<file path="src/rtl/dac_spi_pkg.sv">
// Shared types and default sizing for the serial DAC output stage.
package dac_spi_pkg;

   localparam int DATA_W_DEF  = 16;
   localparam int CLK_DIV_DEF = 2;

   typedef enum logic [2:0] {
      IDLE,
      SETUP,
      SHIFT,
      HOLD,
      GAP
   } state_e;

endpackage

</file>
<file path="src/rtl/spi_clk_div.sv">
// Half-period divider for the SPI clock: tick every CLK_DIV enabled cycles,
// split into rise/fall strobes by the current sclk level.
module spi_clk_div #(
   parameter int CLK_DIV = 2
) (
   input  logic clk,
   input  logic reset,
   input  logic en,
   input  logic sclk,
   output logic tick,
   output logic rise,
   output logic fall
);

   localparam logic [7:0] RELOAD = 8'(CLK_DIV - 1);

   logic [7:0] cnt_q, cnt_d;

   // Held at the reload value while idle so the first tick lands exactly
   // CLK_DIV cycles after the frame opens.
   always_comb begin
      cnt_d = cnt_q;
      if (!en) begin
         cnt_d = RELOAD;
      end else if (cnt_q == 8'd0) begin
         cnt_d = RELOAD;
      end else begin
         cnt_d = cnt_q - 8'd1;
      end
   end

   always_ff @(posedge clk or posedge reset) begin
      if (reset) begin
         cnt_q <= 8'd0;
      end else begin
         cnt_q <= cnt_d;
      end
   end

   assign tick = en && (cnt_q == 8'd0);
   assign rise = tick && !sclk;
   assign fall = tick && sclk;

endmodule

</file>
<file path="src/rtl/dac_spi_tx.sv">
// SPI mode-0 frame transmitter feeding the external DAC, MSB first.
// Define DAC_SPI_TX_OFFSET_BIN_EN to send offset binary (MSB inverted).
module dac_spi_tx
   import dac_spi_pkg::*;
#(
   parameter int DATA_W  = DATA_W_DEF,
   parameter int CLK_DIV = CLK_DIV_DEF
) (
   input  logic              clk,
   input  logic              reset,
   input  logic [DATA_W-1:0] s_data,
   input  logic              s_valid,
   output logic              s_ready,
   output logic              sclk,
   output logic              mosi,
   output logic              cs_n,
   output logic              busy,
   output logic              frame_done
);

   localparam int            BW   = $clog2(DATA_W + 1);
   localparam logic [BW-1:0] LAST = BW'(DATA_W);

   state_e            state_q, state_d;
   logic [DATA_W-1:0] sreg_q, sreg_d;
   logic [DATA_W-1:0] word;
   logic [BW-1:0]     bit_q, bit_d;
   logic              s_ready_q, s_ready_d;
   logic              sclk_q, sclk_d;
   logic              cs_n_q, cs_n_d;
   logic              busy_q, busy_d;
   logic              done_q, done_d;
   logic              accept;
   logic              div_en, tick, rise, fall;

   assign div_en = (state_q != IDLE);

   spi_clk_div #(
      .CLK_DIV (CLK_DIV)
   ) u_div (
      .clk   (clk),
      .reset (reset),
      .en    (div_en),
      .sclk  (sclk_q),
      .tick  (tick),
      .rise  (rise),
      .fall  (fall)
   );

   always_comb begin
      word = s_data;
`ifdef DAC_SPI_TX_OFFSET_BIN_EN
      word[DATA_W-1] = ~s_data[DATA_W-1];
`endif
   end

   assign accept = s_valid && s_ready_q;

   always_comb begin
      state_d   = state_q;
      sreg_d    = sreg_q;
      bit_d     = bit_q;
      s_ready_d = s_ready_q;
      sclk_d    = sclk_q;
      cs_n_d    = cs_n_q;
      busy_d    = busy_q;
      done_d    = 1'b0;
      unique case (state_q)
         IDLE: begin
            if (accept) begin
               sreg_d    = word;
               bit_d     = '0;
               cs_n_d    = 1'b0;
               s_ready_d = 1'b0;
               busy_d    = 1'b1;
               state_d   = SETUP;
            end
         end
         SETUP: begin
            if (tick) begin
               sclk_d  = 1'b1;
               bit_d   = BW'(1);
               state_d = SHIFT;
            end
         end
         SHIFT: begin
            // The low half after the last falling edge still belongs here.
            if (rise) begin
               if (bit_q == LAST) begin
                  state_d = HOLD;
               end else begin
                  sclk_d = 1'b1;
                  bit_d  = bit_q + BW'(1);
               end
            end else if (fall) begin
               sclk_d = 1'b0;
               if (bit_q != LAST) begin
                  sreg_d = {sreg_q[DATA_W-2:0], 1'b0};
               end
            end
         end
         HOLD: begin
            if (tick) begin
               cs_n_d  = 1'b1;
               done_d  = 1'b1;
               sreg_d  = '0;
               state_d = GAP;
            end
         end
         GAP: begin
            if (tick) begin
               s_ready_d = 1'b1;
               busy_d    = 1'b0;
               bit_d     = '0;
               state_d   = IDLE;
            end
         end
         default: begin
            state_d = IDLE;
         end
      endcase
   end

   always_ff @(posedge clk or posedge reset) begin
      if (reset) begin
         state_q   <= IDLE;
         sreg_q    <= '0;
         bit_q     <= '0;
         s_ready_q <= 1'b1;
         sclk_q    <= 1'b0;
         cs_n_q    <= 1'b1;
         busy_q    <= 1'b0;
         done_q    <= 1'b0;
      end else begin
         state_q   <= state_d;
         sreg_q    <= sreg_d;
         bit_q     <= bit_d;
         s_ready_q <= s_ready_d;
         sclk_q    <= sclk_d;
         cs_n_q    <= cs_n_d;
         busy_q    <= busy_d;
         done_q    <= done_d;
      end
   end

   // mosi is the shift register MSB, so it is registered and clears with it.
   assign s_ready    = s_ready_q;
   assign sclk       = sclk_q;
   assign mosi       = sreg_q[DATA_W-1];
   assign cs_n       = cs_n_q;
   assign busy       = busy_q;
   assign frame_done = done_q;

endmodule

</file>
<file path="config.mk">
export PLATFORM = sky130hd
export DESIGN_NAME = dac_spi_tx
export DESIGN_NICKNAME = d
export VERILOG_FILES = /design/src/rtl/dac_spi_pkg.sv /design/src/rtl/spi_clk_div.sv /design/src/rtl/dac_spi_tx.sv
export SDC_FILE = /design/constraint.sdc
export NUM_CORES = 1
export LEC_CHECK = 0
export BUFFER_PORTS_ARGS = -buffer_cell sky130_fd_sc_hd__buf_4
export CORE_MARGIN = 2
export CORE_UTILIZATION = 58
export CTS_CLUSTER_DIAMETER = 50
export CTS_CLUSTER_SIZE = 20
export DETAILED_ROUTE_END_ITERATION = 10
export MAX_ROUTING_LAYER = met4
export PLACE_DENSITY = 0.8
export SETUP_SLACK_MARGIN = 0.3
export SLEW_MARGIN = 20
export SYNTH_ARGS = -nofsm -noshare
export SYNTH_HDL_FRONTEND = slang
export SYNTH_HIERARCHICAL = 1
export SYNTH_SLANG_ARGS = --single-unit
</file>
<file path="constraint.sdc">
create_clock -name clk -period 3.3 [get_ports clk]
set_input_delay 0.33 -clock clk [delete_from_list [all_inputs] [get_ports clk]]
set_output_delay 0.33 -clock clk [all_outputs]
set_load 0.02 [all_outputs]
</file>
==> impl_summary.log <==
INFO  metric fin_crit_sh = 0.820
INFO  metric top_layer_used = met4
INFO  metric cell_count_final_fillers_out = 291
INFO  metric cp_cell_sequence = inv_1, ha_1, or4b_4, nor3b_2, nor2b_1, buf_4, nor3b_4, o2111ai_4, buf_4, mux2i_1
INFO  metric design.die.area = 0.00415 sq mm
INFO  metric max-clock-path-buffers = 2
INFO  metric outcome = finished, final reports clean
INFO  metric skew = 15.6 ps
INFO  metric critPathCaptureType = flip-flop
INFO  metric start_kind = flip-flop
INFO  metric port_buffers = 24
INFO  metric gr-usage-all-layers = 0.224
INFO  metric synth.distinct_cells = 52
INFO  metric hold_viol = 0
INFO  metric cts_htree_levels = 2
INFO  metric worst-endpoint-required = 3560 ps
INFO  metric yosysTopAreaCell = dfrtp_1
INFO  metric detailed_place_hpwl = 2750 um
INFO  metric final_antenna_net_count = 0
INFO  metric critical_path.slowest_cell = or4b_4
INFO  metric synth_nets = 241
INFO  metric synth-async-reset-ratio = 1.00
INFO  metric crit_fanout = 15
INFO  metric crit_buf_inv = 3
INFO  metric synth_top_area_frac = 0.414
INFO  metric setup_total_negative_slack = 0 ps
INFO  metric mostFrequentLayoutCell = dfrtp_1
INFO  metric placementRows = 21
INFO  metric timing.hold.worst.class = in2reg
INFO  metric design.final.nets = 267
INFO  metric clock_tree.root_cell = clkbuf_4
INFO  metric antenna_found_initial = 0
INFO  metric cpLargestDelayFamily = simple AND/OR/NAND/NOR gates
INFO  metric post_synth_main_area_contributors = dfrtp_1 41%, mux2i_1 7.6%, nor3b_1 5.7%, a21oi_1 4.7%, inv_1 4.4%
INFO  metric grt_first_pass_wirelength = 6910 um
INFO  metric critical_path_class = reg2reg
INFO  metric synth-seq-area-share = 0.439
INFO  metric detail_route.wirelength = 3950 um
INFO  metric detailroute.via_count = 1,641
INFO  metric pin_slew_with_the_least_headroom_to_its_limit = 687 ps
INFO  metric clock_insertion_delay_worst_skew = 340 ps
INFO  metric leakage = 1.22 nW
INFO  metric first_global_vias = 1,546
INFO  metric place.gp.congestion = 0.859
INFO  metric maxSlewViolCount = 0
INFO  metric critPathMaxStageDelay = 510 ps
INFO  metric ctsResizeCount = 0
INFO  metric wire_length_on_met3 = 176 um
INFO  metric die-width = 64.4 um
INFO  metric core_region_area = 0.00342 sq mm
INFO  metric area_after_detailed_placement = 0.00234 sq mm
INFO  metric globalRouteOverflowTotal = 0
INFO  metric detail_route.iter0.violations = 119
INFO  metric r2r_setup_slack = 590 ps
INFO  metric final_cell_area = 0.00243 sq mm
INFO  metric area_growth_synth_to_finish = 15.0%
INFO  metric starting_density_of_the_core = 0.619
INFO  metric final.fill_count = 261
INFO  metric setup_viol = 0
INFO  metric synth_warnings = 6
INFO  metric fmax = 369 MHz
INFO  metric post_synth.cell_area_avg = 9.71 sq um
INFO  metric drv_cap = 0
INFO  metric m1_wl = 1870 um
INFO  metric post_synth_edffs = 0
INFO  metric antenna_cells_inserted = 0
INFO  metric syn-cell-area = 0.00212 sq mm
INFO  metric max-vdd-ir-drop = 0.000236 V
INFO  metric crit_arrival = 2960 ps
INFO  metric top_level_i_o_count = 25
INFO  metric routed-wl-met2 = 1840 um
INFO  metric crit_path_frequent_cell = buf_4
INFO  metric clk_transition_reported_paths = 110 ps
INFO  metric final_core_util = 0.712
INFO  metric grt_start_max_net_pins = 32
INFO  metric tritoncts = yes
INFO  metric drc = 0
INFO  metric postSynth.topFlopCell = dfrtp_1
INFO  metric wire_per_inst = 13.6 um
INFO  metric power.density_cell_area = 336 mW/mm^2
INFO  metric detail_route.vias_per_cell = 5.64
INFO  metric relSlewSlack = 0.541
INFO  metric tritoncts_num_sinks = 37
INFO  metric synthesized_flop_and_latch_total = 37
INFO  metric firstDrtPassIters = 4
INFO  metric die_height = 64.4 um
INFO  metric rsz0062_at_grt = false
INFO  metric final_layout_size_suffix_gt1_frac = 0.196
INFO  metric syn-instance-count = 218
INFO  metric inserted_clock_buffers = 5
INFO  metric layout.cells.most_common_list = 35 x dfrtp_1, 30 x buf_4, 25 x inv_1
INFO  metric post-place-cells = 282
INFO  metric finalCriticalPeriod = 2710 ps
## timing repair
item	CTS	global route
hold buffers	1	0
endpoints found under the hold margin	8	0
buffers inserted	0	0
## logic make-up after synthesis
group	synth area share
buffers and inverters	0.0733
XOR/XNOR	0.0166
adder cells (fa/ha/maj)	0.0237
multiplexers	0.0810
flip-flops	0.439
AO/OA/AOI/OAI	0.171
AND/OR/NAND/NOR	0.196
## tightest hold or removal path, stage by stage
cell,delay [ps]
buf_4,110
nand2_1,50
mux2i_1,50
## synth_stat cells, types with 3 or more instances
library cell / number
nand2_1: 16
a21oi_1: 20
o21ai_0: 9
nand4_1: 3
buf_2: 4
xnor2_1: 3
clkbuf_1: 5
ha_1: 4
nor3b_1: 16
and2_1: 3
dfrtp_1: 35
nor2_1: 12
o31ai_1: 5
mux2i_1: 16
inv_1: 25
## flip-flops by register name (all words and copies together) (netlist names)
register,count
sclk,1
sreg_q,16
state_q,3
cs_n,1
s_ready,1
bit_q,5
busy,1
u_div/cnt_q,8
frame_done,1
## where the power goes
part | internal (W) | switching (W)
clock | 0.000181 | 0.000147
sequential | 0.000453 | 0
combinational | 0.0000187 | 0.0000157
## cell type report
type	count	area, sq um	share of cell area
repair buffers	31	235	0.0967
clock buffers	7	55.1	0.0226
well taps	46	57.6	0.0237
flip-flops and latches	37	928	0.382
clock inverters	1	30.0	0.0123
multi-input cells	144	1030	0.424
inverters	25	93.8	0.0386
## worst paths after layout
kind,end,start,cells past startpoint
max in group asynchronous,s_ready$_DFFE_PP1P_,reset,4
worst min register to register,cs_n$_DFFE_PP1P_,cs_n$_DFFE_PP1P_,2
worst min-delay path,sreg_q[0]$_DFFE_PP0P_,s_data[0],3
worst max-delay path,sreg_q[10]$_DFFE_PP0P_,u_div/cnt_q[0]$_DFF_PP0_,10
min in group asynchronous,u_div/cnt_q[0]$_DFF_PP0_,reset,3
worst max register to register,sreg_q[10]$_DFFE_PP0P_,u_div/cnt_q[0]$_DFF_PP0_,10
## metrics by stage
step           setup WS (ps)  hold WS, ps  total power (W)
3_5_place_dp             616          311         0.000496
2_1_floorplan            471          146         0.000475
3_3_place_gp             784          304         0.000496
6_report                 593          229         0.000816
5_1_grt                  419          213         0.000850
4_1_cts                  574          217         0.000827
## layer usage
metal,global-route usage,up-vias
li1,-,818
met2,0.341,30
met4,0.101,0
met1,0.279,789
met5,-,-
met3,0.0634,4
(Power assumes the default switching activity.)
